[src/rtl/dbus_arbiter_pkg.sv]
// Shared types for the data-bus arbiter: bus request/response structs,
// the arbiter state encoding and the requester count.
package dbus_arbiter_pkg;

    localparam int N_SLOT = 2;

    typedef logic [31:0] addr_t;

    typedef struct packed {
        logic        valid;
        addr_t       addr;
        logic [2:0]  size;
        logic [3:0]  strobe;
        logic [31:0] data;
    } dbus_req_t;

    typedef struct packed {
        logic        addr_ok;
        logic        data_ok;
        logic [31:0] data;
    } dbus_resp_t;

    typedef enum logic [2:0] {
        ST_IDLE  = 3'd0,
        ST_REQ0  = 3'd1,
        ST_WAIT0 = 3'd2,
        ST_REQ1  = 3'd3,
        ST_WAIT1 = 3'd4,
        ST_DONE  = 3'd5,
        ST_DRAIN = 3'd6
    } arb_state_t;

endpackage

[src/rtl/dbus_arbiter_chk.sv]
// Protocol checker for the arbiter: a data_ok beat while no transaction
// can be outstanding (IDLE or DONE) is a bus protocol error.
module dbus_arbiter_chk
    import dbus_arbiter_pkg::*;
(
    input logic       clk,
    input logic       resetn,
    input arb_state_t state,
    input logic       data_ok
);

    a_no_stray_data_ok: assert property (
        @(posedge clk) disable iff (!resetn)
        !(data_ok && ((state == ST_IDLE) || (state == ST_DONE)))
    );

endmodule

[src/rtl/dbus_req_buf.sv]
// Single-slot request latch. load captures a new request (valid included);
// kill drops a request that has not been issued yet.
module dbus_req_buf
    import dbus_arbiter_pkg::*;
(
    input  logic      clk,
    input  logic      resetn,
    input  logic      load,
    input  logic      kill,
    input  dbus_req_t req_in,
    output dbus_req_t req_out
);

    dbus_req_t req_q;
    dbus_req_t req_d;

    // Next buffer contents: load wins over kill, otherwise hold.
    always_comb begin
        req_d = req_q;
        if (load) begin
            req_d = req_in;
        end else if (kill) begin
            req_d.valid = 1'b0;
        end else begin
            req_d = req_q;
        end
    end

    // Buffer register, cleared on reset.
    always_ff @(posedge clk or negedge resetn) begin
        if (!resetn) begin
            req_q <= '0;
        end else begin
            req_q <= req_d;
        end
    end

    assign req_out = req_q;

endmodule

[src/rtl/dbus_arbiter.sv]
// Serialises the two memory-stage requests of the dual-issue pipe onto the
// single dbus port in program order, collects the load data and stalls the
// pipe until the bundle completes. A flush drains whatever is on the bus
// and discards its data.
// Optional: define DBUS_ARB_PERF_EN to add stall-cycle and handshake counters.
module dbus_arbiter
    import dbus_arbiter_pkg::*;
(
    input  logic        clk,
    input  logic        resetn,
    input  dbus_req_t   dreq0,
    input  dbus_req_t   dreq1,
    input  logic        flush,
    output dbus_req_t   dreq,
    input  dbus_resp_t  dresp,
    output logic [31:0] rdata0,
    output logic [31:0] rdata1,
    output logic        stall
`ifdef DBUS_ARB_PERF_EN
    ,
    output logic [31:0] perf_stall_cnt,
    output logic [31:0] perf_req_cnt
`endif
);

    arb_state_t  state_q, state_d;
    logic        drain_slot_q, drain_slot_d;
    logic        pend_q, pend_d;
    logic [31:0] rdata0_q, rdata0_d;
    logic [31:0] rdata1_q, rdata1_d;
    logic        buf_load_s;
    logic        kill1_s;
    logic        slot_s;
    dbus_req_t   buf0_s, buf1_s, cur_s, dreq_s;
    logic        stall_s;
    arb_state_t  after_s;

    dbus_req_buf u_buf0 (
        .clk     (clk),
        .resetn  (resetn),
        .load    (buf_load_s),
        .kill    (1'b0),
        .req_in  (dreq0),
        .req_out (buf0_s)
    );

    dbus_req_buf u_buf1 (
        .clk     (clk),
        .resetn  (resetn),
        .load    (buf_load_s),
        .kill    (kill1_s),
        .req_in  (dreq1),
        .req_out (buf1_s)
    );

    // Which buffered slot the current state is working on.
    always_comb begin
        slot_s = 1'b0;
        case (state_q)
            ST_REQ1, ST_WAIT1: slot_s = 1'b1;
            ST_DRAIN:          slot_s = drain_slot_q;
            default:           slot_s = 1'b0;
        endcase
        if (slot_s) begin
            cur_s = buf1_s;
        end else begin
            cur_s = buf0_s;
        end
        if (!slot_s && buf1_s.valid) begin
            after_s = ST_REQ1;
        end else begin
            after_s = ST_DONE;
        end
    end

    // Next-state, bus request, stall and data capture.
    always_comb begin
        state_d      = state_q;
        drain_slot_d = drain_slot_q;
        pend_d       = pend_q;
        rdata0_d     = rdata0_q;
        rdata1_d     = rdata1_q;
        buf_load_s   = 1'b0;
        kill1_s      = 1'b0;
        dreq_s       = '0;
        stall_s      = 1'b0;
        case (state_q)
            ST_IDLE: begin
                if ((dreq0.valid || dreq1.valid) && !flush) begin
                    buf_load_s = 1'b1;
                    stall_s    = 1'b1;
                    state_d    = dreq0.valid ? ST_REQ0 : ST_REQ1;
                end else begin
                    state_d = ST_IDLE;
                end
            end
            ST_REQ0, ST_REQ1: begin
                stall_s      = 1'b1;
                dreq_s       = cur_s;
                dreq_s.valid = 1'b1;
                if (flush) begin
                    // The driven request cannot be withdrawn; drain it.
                    kill1_s      = !slot_s;
                    drain_slot_d = slot_s;
                    if (dresp.addr_ok && dresp.data_ok) begin
                        state_d = ST_IDLE;
                    end else begin
                        state_d = ST_DRAIN;
                        pend_d  = !dresp.addr_ok;
                    end
                end else if (dresp.addr_ok && dresp.data_ok) begin
                    if (slot_s) rdata1_d = dresp.data;
                    else        rdata0_d = dresp.data;
                    state_d = after_s;
                end else if (dresp.addr_ok) begin
                    state_d = slot_s ? ST_WAIT1 : ST_WAIT0;
                end else begin
                    state_d = state_q;
                end
            end
            ST_WAIT0, ST_WAIT1: begin
                stall_s = 1'b1;
                if (flush) begin
                    kill1_s      = !slot_s;
                    drain_slot_d = slot_s;
                    pend_d       = 1'b0;
                    state_d      = dresp.data_ok ? ST_IDLE : ST_DRAIN;
                end else if (dresp.data_ok) begin
                    if (slot_s) rdata1_d = dresp.data;
                    else        rdata0_d = dresp.data;
                    state_d = after_s;
                end else begin
                    state_d = state_q;
                end
            end
            ST_DRAIN: begin
                stall_s = 1'b1;
                if (pend_q) begin
                    dreq_s       = cur_s;
                    dreq_s.valid = 1'b1;
                    if (dresp.addr_ok) begin
                        pend_d  = 1'b0;
                        state_d = dresp.data_ok ? ST_IDLE : ST_DRAIN;
                    end else begin
                        state_d = ST_DRAIN;
                    end
                end else if (dresp.data_ok) begin
                    state_d = ST_IDLE;
                end else begin
                    state_d = ST_DRAIN;
                end
            end
            ST_DONE: begin
                state_d = ST_IDLE;
            end
            default: begin
                state_d = ST_IDLE;
            end
        endcase
    end

    // State and load-data registers.
    always_ff @(posedge clk or negedge resetn) begin
        if (!resetn) begin
            state_q      <= ST_IDLE;
            drain_slot_q <= 1'b0;
            pend_q       <= 1'b0;
            rdata0_q     <= 32'd0;
            rdata1_q     <= 32'd0;
        end else begin
            state_q      <= state_d;
            drain_slot_q <= drain_slot_d;
            pend_q       <= pend_d;
            rdata0_q     <= rdata0_d;
            rdata1_q     <= rdata1_d;
        end
    end

    assign dreq   = dreq_s;
    assign stall  = stall_s;
    assign rdata0 = rdata0_q;
    assign rdata1 = rdata1_q;

    dbus_arbiter_chk u_chk (
        .clk     (clk),
        .resetn  (resetn),
        .state   (state_q),
        .data_ok (dresp.data_ok)
    );

`ifdef DBUS_ARB_PERF_EN
    logic [31:0] perf_stall_q, perf_stall_d;
    logic [31:0] perf_req_q, perf_req_d;

    // Wrap-around counters of stall cycles and addr_ok handshakes.
    always_comb begin
        perf_stall_d = perf_stall_q;
        perf_req_d   = perf_req_q;
        if (stall_s) perf_stall_d = perf_stall_q + 32'd1;
        else         perf_stall_d = perf_stall_q;
        if (dreq_s.valid && dresp.addr_ok) perf_req_d = perf_req_q + 32'd1;
        else                               perf_req_d = perf_req_q;
    end

    // Performance counter registers.
    always_ff @(posedge clk or negedge resetn) begin
        if (!resetn) begin
            perf_stall_q <= 32'd0;
            perf_req_q   <= 32'd0;
        end else begin
            perf_stall_q <= perf_stall_d;
            perf_req_q   <= perf_req_d;
        end
    end

    assign perf_stall_cnt = perf_stall_q;
    assign perf_req_cnt   = perf_req_q;
`endif

endmodule
[config.mk]
export PLATFORM = sky130hd
export DESIGN_NAME = dbus_arbiter
export DESIGN_NICKNAME = d
export VERILOG_FILES = /design/src/rtl/dbus_arbiter_pkg.sv /design/src/rtl/dbus_arbiter_chk.sv /design/src/rtl/dbus_req_buf.sv /design/src/rtl/dbus_arbiter.sv
export SDC_FILE = /design/constraint.sdc
export NUM_CORES = 1
export LEC_CHECK = 0
export CORE_MARGIN = 5
export CORE_UTILIZATION = 57
export DETAILED_ROUTE_END_ITERATION = 16
export DONT_BUFFER_PORTS = 1
export GPL_ROUTABILITY_DRIVEN = 0
export MAX_ROUTING_LAYER = met4
export PLACE_DENSITY = 0.71
export RECOVER_POWER = 100
export SETUP_SLACK_MARGIN = 0.4
export SLEW_MARGIN = 10
export SYNTH_ARGS = -nofsm -noshare
export SYNTH_HDL_FRONTEND = slang
export SYNTH_SLANG_ARGS = --single-unit
[constraint.sdc]
create_clock -name clk -period 1.7 [get_ports clk]
set_input_delay 0 -clock clk [delete_from_list [all_inputs] [get_ports clk]]
set_output_delay 0 -clock clk [all_outputs]
set_load 0.1 [all_outputs]
==> results.md, run 1 <==
- Postcts setup bufs: 27
- Synth Net Count: 940
- Yosys cell types: 43
- Die width: 138 um
- Cts bufs inserted: 22
- Yosys top cell area share: 56.9%
- CTS sink cnt: 212
- YS warnings: 0
- CTS H-tree lvls: 1
- Synthesized flop and latch total: 212
- Synthesized cell area: 9320 um2
- Outcome: stopped before the end
- FP Rows: 46
- Error: [ERROR DPL-0033] detailed placement checks failed during check placement.
- Top cells by area, synth: dfrtp_1, mux2_2, nand2_1, a21oi_1, mux2_1
- Largest area contributor in the netlist: dfrtp_1
- Fail Step: clock tree synthesis
- Starting Density: 58.4%
- Mapped Avg Cell Area: 12.3 um2
- Die height: 138 um
- Max clock buf depth: 3
- Post-synth EDFFs: 0
- I/O pin total: 318
- Hold buffer count at cts: 179
- CTS resizes: 79
- Post-synth top flop: dfrtp_1
- DPL Wire Length: 19.4 mm
- Clock root cell: clkbuf_16
- Cell count after synthesis: 759
- Async SR Flop Fraction: 100%
- IO buf count: 0
- Register area share after synthesis: 56.9%
-- Yosys cell counts, types with 2 or more instances --
library cell  number
dfrtp_1          212
a21boi_0           2
o21bai_1           2
and3_1             2
a32oi_1            2
mux2_2           175
mux2_1            31
nand2_1          148
buf_6             10
a21oi_1           74
nor2b_1            3
buf_2             38
nand3_1            4
o21ai_0            6
inv_1              5
nor4b_1            2
nor2_1             6
clkbuf_1           5
nand2b_1           4
a311oi_1           2
a31oi_1            4
-- stage by stage --
step | std cells | area, um2 | setup slack [ns] | TNS, ns | utilization, %
after floorplan | 759 | 10200 | -0.190 | -11.97 | -
after global placement | 1095 | 12500 | -0.0407 | -1.66 | 78.4
after detailed placement | 1095 | 12500 | -0.135 | -13.56 | 78.4
-- kinds of logic after synthesis --
kind of cell	after synthesis	share of synthesized area, %
AOI/OAI and AO/OA	103	6.34
xor gates and xnor gates	1	0.0940
buffers and inverters	60	3.75
DFF	212	56.9
muxes	206	24.9
and+or+nand+nor	177	7.99
==> run 2: changes to the inputs <==
--- a/config.mk
+++ b/config.mk
@@ -6,14 +6,12 @@
 export NUM_CORES = 1
 export LEC_CHECK = 0
 export CORE_MARGIN = 5
-export CORE_UTILIZATION = 57
+export CORE_UTILIZATION = 40
 export DETAILED_ROUTE_END_ITERATION = 16
 export DONT_BUFFER_PORTS = 1
 export GPL_ROUTABILITY_DRIVEN = 0
-export MAX_ROUTING_LAYER = met4
-export PLACE_DENSITY = 0.71
+export PLACE_DENSITY_LB_ADDON = 0.15
 export RECOVER_POWER = 100
-export SETUP_SLACK_MARGIN = 0.4
 export SLEW_MARGIN = 10
 export SYNTH_ARGS = -nofsm -noshare
 export SYNTH_HDL_FRONTEND = slang
==> constraint.sdc (replaced) <==
create_clock -name clk -period 2.2 [get_ports clk]
set_input_delay 0 -clock clk [delete_from_list [all_inputs] [get_ports clk]]
set_output_delay 0 -clock clk [all_outputs]
set_load 0.1 [all_outputs]
==> run 2 against run 1 <==
The flow now finishes, with violations (hold timing, setup timing). Synthesized cell count did not move. Area after synthesis did not move.
==> results.md, run 2 <==
- Outcome: complete, but fails checks (was stopped before the end)
- Cts bufs inserted: 25 (was 22)
- Worst r2r dst: pend_q
- Clock Latency Late Sink: 0.51 ns
- Synthesized cell area: 9320 um2 (unchanged)
- DR iter-0 viols: 413
- FP Rows: 55 (was 46)
- Top cells by area, synth: dfrtp_1, mux2_2, nand2_1, a21oi_1, mux2_1 (unchanged)
- Synth Area in Compound Gates: 6.34% (unchanged)
- Top cells by count, synth: dfrtp_1, mux2_2, nand2_1, a21oi_1, buf_2 (unchanged)
- Hold buffer count at cts: 181 (was 179)
- Maximum fanout along the worst path: 17
- Post-synth EDFFs: 0 (unchanged)
- Layout cell share with drive strength beyond 1: 37.9%
- Hold slack: -0.812 ns
- Initial antenna violation count: 2
- Layout Skew: 0.0116 ns
- Setup_tns: -0.0161 ns
- FMAX: 0.451 GHz
- Final setup vio count: 1
- Worst R2R Path Depth: 7
- CP delay by family, top: buffers and inverters
- Worst r2r src: state_q[0]
- Cell count after synthesis: 759 (unchanged)
- Die Area: 26400 um2
- CTS sink cnt: 212 (unchanged)
- Worst Hold Class: primary input to asynchronous set/reset pin
- Die width: 163 um (was 138 um)
- Post-DRT Antenna Nets: 0
- Worst EP required: 2.20 ns
- Post-Synth Simple-Gate Area: 7.99% (unchanged)
- Area Growth Syn to Fin: 61.5%
- Post-synthesis mux area share: 24.9% (unchanged)
- Minimum clock period after layout: 2.22 ns
- IO buf count: 0 (unchanged)
- Routed WL: 29.8 mm
- RSZ-0062 raised after global routing: true
- Max clock buf depth: 3 (unchanged)
- First-pass GRT wire length: 45.6 mm
- DR WL/cell: 20.9 um
- Total congestion overflow: 0
- Yosys top cell area share: 56.9% (unchanged)
- Crit path capture type: output pin
- Critical Path Stages: 7
- Largest register FFs: 72
- Residual DRC: 0
- DRT Pass-1 Iters: 4
- Starting Density: 40.9% (was 58.4%)
- Tcrit/Tclk final: 101%
- Worst Setup Start Kind: register
- I/O pin total: 318 (unchanged)
- CP Buf/Inv Count: 3
- Clk slew on worst S/H paths: 0.05 ns
- Max transition margin: 16.9%
- Largest area contributor in the netlist: dfrtp_1 (unchanged)
- Post-synth top flop: dfrtp_1 (unchanged)
- Slowest cell on the critical path: dfrtp_2
- Synthesized flop and latch total: 212 (unchanged)
- CTS H-tree lvls: 1 (unchanged)
- Core area: 22800 um2
- Maxcap violations: 0
- Synth Net Count: 940 (unchanged)
- Adder-Cell Fraction of Synth Area: 0% (unchanged)
- Nets: 1274
- Commonest non-fill, non-tap cell in the layout: dfrtp_1
- Largest net degree at the start of global routing: 213
- Violated checks: hold timing, setup timing
- Worst reg2reg setup slack: 0.17 ns
- GRT Total Usage: 21.4%
- Final WS setup: -0.0161 ns
- DPL Wire Length: 17.9 mm (was 19.4 mm)
- Register area share after synthesis: 56.9% (unchanged)
- CTS tree: done
- Critical Path, Cell by Cell: buf_4, nor2b_4, a22o_4, clkbuf_16, nand2_1, a21oi_4, buf_12
- Die height: 163 um (was 138 um)
- Final hold vios: 212
- Yosys cell types: 43 (unchanged)
- Tightest Pin Transition: 1.25 ns
- Crit path kind: register to output pin
- Vias/cell: 5.18
- Crit-path max cell delay: 0.42 ns
- Vias post-DR: 7392
- Mapped Avg Cell Area: 12.3 um2 (unchanged)
- Combinational family with the most area after synthesis: multiplexers (unchanged)
- Synth Area in XOR/XNOR: 0.0940% (unchanged)
- Arrival time at the worst endpoint: 2.22 ns
- Async SR Flop Fraction: 100% (unchanged)
- Most frequent cells in the layout: dfrtp_1, dlygate4sd3_1, mux2_2
- Clock root cell: clkbuf_16 (unchanged)
- Vias in the first global route: 8295
- YS warnings: 0 (unchanged)
- Slew Limit Fails: 0
- Count leader, synth: dfrtp_1 (unchanged)
==> run 2: final cells by class <==
cell class	count	area, um2
antenna	3	7.51
clock buffer	36	717
clock inverter	9	126
fill	1612	7730
inverter	5	18.8
multi-input combinational	487	4320
sequential	212	5310
tap	313	392
timing repair buffer	362	4170
==> run 2: timing repair <==
item	in CTS	in global routing
gates cloned	4	6
pin swaps	3	3
endpoints found under the setup margin	72	73
endpoints found under the hold margin	424	212
resized for setup	13	24
setup buffers	14	1
==> run 2: layer usage <==
layer  vias up  share of wire, %  global-route usage, %
li1       3302                 -                      -
met2       315                51                   37.5
met3        67               7.8                   5.87
met4         0               3.0                   6.94
met5         -                 0                      0
met1      3708                38                   25.8
==> run 2: worst max path at each step <==
stage	from	endpoint	slack, ns
2_1_floorplan	state_q[1]	dreq[0]	-0.06
3_3_place_gp	state_q[1]	rdata1[31]	0.26
3_5_place_dp	state_q[1]	rdata1[16]	0.16
4_1_cts	state_q[0]	dreq[48]	-0.006
5_1_grt	state_q[0]	dreq[61]	-0.1
6_report	state_q[0]	dreq[61]	-0.02
==> run 2: worst reg2reg max path: cells and delay by family, from the launching register on <==
kind	cells	cell delay, ns
AO/OA/AOI/OAI	3	0.49
buffers and inverters	4	1.01
flip-flops	1	0.42
==> run 2: cells by family (layout without fill, tap and decap cells) <==
kind of cell | count (synthesis) | count (layout)
and+or+nand+nor | 177 | 177
muxes | 206 | 206
DFF | 212 | 212
AOI/OAI and AO/OA | 103 | 103
other | 0 | 3
xor gates and xnor gates | 1 | 1
buffers and inverters | 60 | 412
==> run 2: metrics by stage <==
stage                     setup WS (ns)  utilization, %  cells  instance area [um2]
after floorplan                 -0.0605               -    759                 9800
after global placement            0.257            53.1   1173                12100
after detailed placement          0.165            53.1   1173                12100
after CTS                      -0.00593            65.9   1417                15000
after global routing            -0.0989            66.1   1426                15000
final                           -0.0161            66.1   1427                15100
Power of run 2 is left out: the tool's default activity adds up to more than one toggle a clock period on the data nets, which glitch-free logic cannot reach.
==> run 3: changes to the inputs <==
--- a/config.mk
+++ b/config.mk
@@ -5,6 +5,7 @@
 export SDC_FILE = /design/constraint.sdc
 export NUM_CORES = 1
 export LEC_CHECK = 0
+export CAP_MARGIN = 40
 export CORE_MARGIN = 5
 export CORE_UTILIZATION = 40
 export DETAILED_ROUTE_END_ITERATION = 16
==> constraint.sdc (replaced) <==
create_clock -name clk -period 2.8 [get_ports clk]
set_input_delay 0 -clock clk [delete_from_list [all_inputs] [get_ports clk]]
set_output_delay 0 -clock clk [all_outputs]
set_load 0.1 [all_outputs]
==> run 3 against run 2 <==
First-iteration DRC count rose by 30%. Cell area shrank 10%. Cell count increased by 1.1%. Wire length up 7.2%. Sequential share of layout area is 4.0 points higher. Utilization is 6.7 points lower. The flow finishes with violations (hold timing). Global-route usage rose by 1.1 points.
==> results.md, run 3 (synthesis results as in run 2) <==
- Critical Path, Cell by Cell: inv_1, nor2_1, a31oi_4, buf_12, a21oi_2, clkbuf_4 (was buf_4, nor2b_4, a22o_4, clkbuf_16, nand2_1, a21oi_4, buf_12)
- Maximum fanout along the worst path: 66 (was 17)
- Hold slack: -0.817 ns (was -0.812 ns)
- GRT Total Usage: 22.6% (was 21.4%)
- Final hold vios: 212 (unchanged)
- # fillers: 1758 (was 1612)
- Total congestion overflow: 0 (unchanged)
- Tcrit/Tclk final: 94.4%
- Outcome: complete, but fails checks (unchanged)
- Routed WL: 31.9 mm (was 29.8 mm)
- CP Buf/Inv Count: 3 (unchanged)
- Maxcap violations: 0 (unchanged)
- Residual DRC: 0 (unchanged)
- DR iter-0 viols: 537 (was 413)
- Worst Setup Start Kind: register (unchanged)
- Slew Limit Fails: 0 (unchanged)
- Vias/cell: 5.16 (was 5.18)
- Largest net degree at the start of global routing: 213 (unchanged)
- Tightest Pin Transition: 1.31 ns (was 1.25 ns)
- Max transition margin: 12.6% (was 16.9%)
- Post-DRT Antenna Nets: 0 (unchanged)
- Sequential cell area: 5310 um2 (about the same)
- Final setup vio count: 0 (was 1)
- Clk slew on worst S/H paths: 0.06 ns (was 0.05 ns)
- CTS sink cnt: 212 (unchanged)
- Worst EP required: 2.80 ns (was 2.20 ns)
- Die Area: 26400 um2 (unchanged)
- Die width: 163 um (unchanged)
- Cts bufs inserted: 25 (unchanged)
- Vias in the first global route: 8367 (was 8295)
- Crit path kind: register to output pin (unchanged)
- I/O pin total: 318 (unchanged)
- Largest register FFs: 72 (unchanged)
- Worst Hold Class: primary input to asynchronous set/reset pin (unchanged)
- Crit path capture type: output pin (unchanged)
- DR WL/cell: 22.1 um (was 20.9 um)
- Violated checks: hold timing (was hold timing, setup timing)
- Minimum clock period after layout: 2.64 ns
- First-pass GRT wire length: 47.8 mm (was 45.6 mm)
- Layout Skew: 0.0241 ns (was 0.0116 ns)
- Slowest cell on the critical path: dfrtp_2 (unchanged)
- DPL Wire Length: 18.4 mm (was 17.9 mm)
- Nets: 1294 (was 1274)
- Die height: 163 um (unchanged)
- Initial antenna violation count: 1 (was 2)
- Commonest non-fill, non-tap cell in the layout: dfrtp_1 (unchanged)
- Starting Density: 40.9% (unchanged)
- CTS H-tree lvls: 1 (unchanged)
- Max clock buf depth: 3 (unchanged)
- Core area: 22800 um2 (unchanged)
- Hold buffer count at cts: 182 (was 181)
- Clock Latency Late Sink: 0.53 ns (was 0.51 ns)
- DRT Pass-1 Iters: 4 (unchanged)
- Area Growth Syn to Fin: 45.1% (was 61.5%)
- Clock root cell: clkbuf_16 (unchanged)
- Crit-path max cell delay: 0.50 ns (was 0.42 ns)
- Vias post-DR: 7446 (was 7392)
- FMAX: 0.378 GHz
- Setup_tns: 0 ns (was -0.0161 ns)
- FP Rows: 55 (unchanged)
- Most frequent cells in the layout: dfrtp_1, dlygate4sd3_1, mux2_2 (unchanged)
- IO buf count: 0 (unchanged)
- Layout cell share with drive strength beyond 1: 32.2% (was 37.9%)
- CTS tree: done (unchanged)
- Multi-input logic area: 3950 um2 (was 4320 um2)
- CP delay by family, top: buffers and inverters (unchanged)
- Arrival time at the worst endpoint: 2.64 ns (was 2.22 ns)
- RSZ-0062 raised after global routing: false (was true)
run 3: worst paths after layout:
kind,startpoint,to,slack (ns),cells after the start
max in group asynchronous,resetn,state_q[0],3.28,0
min in group clk,dresp[33],state_q[2],0.03,4
worst max register to register,state_q[2],u_buf1.req_out[11],0.16,5
worst min register to register,u_buf0.req_out[35],u_buf0.req_out[35],0.50,1
worst max-delay path,state_q[1],dreq[14],0.16,6
worst min-delay path,resetn,u_buf1.req_out[57],-0.82,0
run 3: cell type report:
cell class	count	area share [%]
clock inverter	5	0.444
clock buffer	38	5.73
inverter	5	0.139
antenna	1	0.0185
sequential	212	39.2
timing repair buffer	382	22.3
multi-input combinational	487	29.2
tap	313	2.90
run 3: per-layer routing:
metal | track usage [%] | share of wire, %
met3 | 6.63 | 7.5
met2 | 39.5 | 50
met1 | 27.4 | 39
met5 | 0 | 0
met4 | 5.76 | 3.0
run 3: timing repair:
action | in CTS | in global routing
setup endpoints to repair | 0 | 37
endpoints found under the hold margin | 424 | 212
resized for setup | 0 | 5
buffers inserted | 0 | 0
run 3: stage by stage:
step                      setup slack [ns]  util [%]  std cells  hold WS, ns  cell area (um2)
after global placement               0.663      48.1       1101       -0.289            11000
after CTS                           0.0698      66.8       1423       -0.835            15200
after detailed placement             0.607      55.1       1198       -0.289            12600
after floorplan                     0.0517         -        759       -0.296             9430
final                                0.157      59.4       1443       -0.817            13500
after global routing                0.0403      59.4       1443       -0.844            13500
run 3: worst register-to-register path, cell delays in order, from the launching register on:
cell,delay (ns)
dfrtp_1,0.39
buf_4,0.20
nor2_1,0.35
nand3b_1,0.20
clkbuf_2,0.69
mux2_1,0.66
Power of run 3 is left out for the same reason.
==> run 4: changes to the inputs <==
--- a/config.mk
+++ b/config.mk
@@ -16,4 +16,5 @@
 export SLEW_MARGIN = 10
 export SYNTH_ARGS = -nofsm -noshare
 export SYNTH_HDL_FRONTEND = slang
+export SYNTH_HIERARCHICAL = 1
 export SYNTH_SLANG_ARGS = --single-unit
==> constraint.sdc (replaced) <==
create_clock -name clk -period 3.2 [get_ports clk]
set_input_delay 0 -clock clk [delete_from_list [all_inputs] [get_ports clk]]
set_output_delay 0 -clock clk [all_outputs]
set_load 0.1 [all_outputs]
==> run 4 against run 3 <==
The flow still finishes with violations (hold timing). Clock skew about the same. Utilization down 4.5 points. Non-clock buffer count down 5. Die area up 6.8%. Worst hold slack worse by 0.0016 ns. Critical path depth unchanged. Cell count up 1.0%. Sequential share of layout area up 0.30 points. Via count down 1.3%. Global-route usage down 1.5 points. Synthesized cell count up 0.13%.
==> results.md, run 4 <==
- Worst reg2reg setup slack: 0.21 ns (was 0.16 ns)
- Largest register FFs: 72 (unchanged)
- YS warnings: 6 (was 0)
- Crit path capture type: output pin (unchanged)
- Worst Setup Start Kind: register (unchanged)
- Worst Hold Class: primary input to asynchronous set/reset pin (unchanged)
- Die height: 168 um (was 163 um)
- Clk slew on worst S/H paths: 0.06 ns (about the same)
- CTS resizes: 0 (unchanged)
- Vias post-DR: 7346 (was 7446)
- Minimum clock period after layout: 2.99 ns
- Critical Path, Cell by Cell: buf_4, and2_1, a31oi_4, buf_2, a21oi_2, clkbuf_4 (was inv_1, nor2_1, a31oi_4, buf_12, a21oi_2, clkbuf_4)
- CTS tree: done (unchanged)
- CTS H-tree lvls: 1 (unchanged)
- Cts bufs inserted: 25 (unchanged)
- Slew Limit Fails: 0 (unchanged)
- Placed Instances: 1223 (was 1198)
- Area Growth Syn to Fin: 34.3% (was 45.1%)
- Sequential cell area: 5310 um2 (about the same)
- IO buf count: 0 (unchanged)
- Most frequent cells in the layout: dfrtp_1, dlygate4sd3_1, nand2_1 (was dfrtp_1, dlygate4sd3_1, mux2_2)
- DR WL/cell: 20.8 um (was 22.1 um)
- Final Util: 54.9% (was 59.4%)
- Place WS: 0.850 ns (was 0.607 ns)
- Final hold vios: 212 (unchanged)
- Die width: 168 um (was 163 um)
- CTS sink cnt: 212 (unchanged)
- Cell count after synthesis: 760 (was 759)
- Most crowded layer after global routing: met2 (unchanged)
- Final WS setup: 0.211 ns (was 0.157 ns)
- CP delay by family, top: buffers and inverters (unchanged)
- Max clock buf depth: 3 (unchanged)
- FMAX: 0.335 GHz
- Commonest non-fill, non-tap cell in the layout: dfrtp_1 (unchanged)
- Mapped Avg Cell Area: 13.1 um2 (was 12.3 um2)
- Starting Density: 40.8% (was 40.9%)
- FP Rows: 57 (was 55)
- Initial antenna violation count: 4 (was 1)
- First-pass GRT wire length: 48.1 mm (was 47.8 mm)
- Die Area: 28200 um2 (was 26400 um2)
- M3 GR Usage: 6.85% (was 6.63%)
- Vias in the first global route: 8394 (was 8367)
- Final setup vio count: 0 (unchanged)
- RSZ-0062 raised after global routing: false (unchanged)
- Violated checks: hold timing (unchanged)
- Hold buffer count at cts: 180 (was 182)
- Hold slack: -0.818 ns (was -0.817 ns)
- DRT Pass-1 Iters: 4 (unchanged)
- Clock Latency Late Sink: 0.52 ns (was 0.53 ns)
- Crit-path max cell delay: 0.72 ns (was 0.50 ns)
- Nets: 1291 (was 1294)
- Tcrit/Tclk final: 93.4%
- Maxcap violations: 0 (unchanged)
- Tightest Pin Transition: 1.37 ns (was 1.31 ns)
- Outcome: complete, but fails checks (unchanged)
- Postcts setup bufs: 0 (unchanged)
- M1 GR Usage: 24.6% (was 27.4%)
- CP Buf/Inv Count: 3 (unchanged)
- Arrival time at the worst endpoint: 2.99 ns (was 2.64 ns)
- Layout Skew: 0.0239 ns (was 0.0241 ns)
- Post-DRT Antenna Nets: 0 (unchanged)
- DPL Wire Length: 20.2 mm (was 18.4 mm)
- Setup_tns: 0 ns (unchanged)
- Met2 Use GR: 36.6% (was 39.5%)
- Largest net degree at the start of global routing: 213 (unchanged)
- Synth Net Count: 941 (was 940)
- Residual DRC: 0 (unchanged)
- I/O pin total: 318 (unchanged)
- DR iter-0 viols: 396 (was 537)
- # fillers: 2064 (was 1758)
- Routed WL: 30.3 mm (was 31.9 mm)
- Slowest cell on the critical path: buf_2 (was dfrtp_2)
- Max transition margin: 8.89% (was 12.6%)
- Worst EP required: 3.20 ns (was 2.80 ns)
- Crit path kind: register to output pin (unchanged)
- Layout cell share with drive strength beyond 1: 24.5% (was 32.2%)
- Synthesized cell area: 9990 um2 (was 9320 um2)
- Total congestion overflow: 0 (unchanged)
- Vias/cell: 5.04 (was 5.16)
- GRT Total Usage: 21.1% (was 22.6%)
- Multi-input logic area: 4000 um2 (was 3950 um2)
- Core area: 24500 um2 (was 22800 um2)
- Clock root cell: clkbuf_16 (unchanged)
- Maximum fanout along the worst path: 25 (was 66)
- Finished Layout Cells: 1458 (was 1443)
## run 4: routing by layer
metal  routed length, um  share of wire, %  vias up
met5                   0                 0        -
met2               15100                50      326
li1                    -                 -     3327
met4                1370               4.5        0
met1               11300                37     3587
met3                2600               8.6      106
## run 4: cell type report
type,instances,area share (%)
flip-flops and latches,212,39.5
repair buffers,377,21.1
diodes,5,0.0932
inverters,3,0.0839
well taps,324,3.02
clock inverters,12,1.27
multi-input cells,491,29.8
clock buffers,34,5.06
## run 4: path summary, 6_finish.rpt
kind	endpoint	cells after the start	startpoint
worst max-delay path	dreq[23]	6	state_q[2]
max in group asynchronous	rdata0[31]	0	resetn
min in group clk	state_q[1]	4	flush
worst min-delay path	rdata1[24]	0	resetn
worst min register to register	u_buf1/req_out[28]	1	u_buf1/req_out[28]
worst max register to register	rdata1[17]	6	state_q[1]
## run 4: per-stage QoR
stage	hold slack (ns)	area [um2]
6_report	-0.818	13400
4_1_cts	-0.842	15400
2_1_floorplan	-0.296	9990
3_5_place_dp	-0.287	12700
3_3_place_gp	-0.288	10900
5_1_grt	-0.850	13400
Power of run 4 is left out for the same reason.
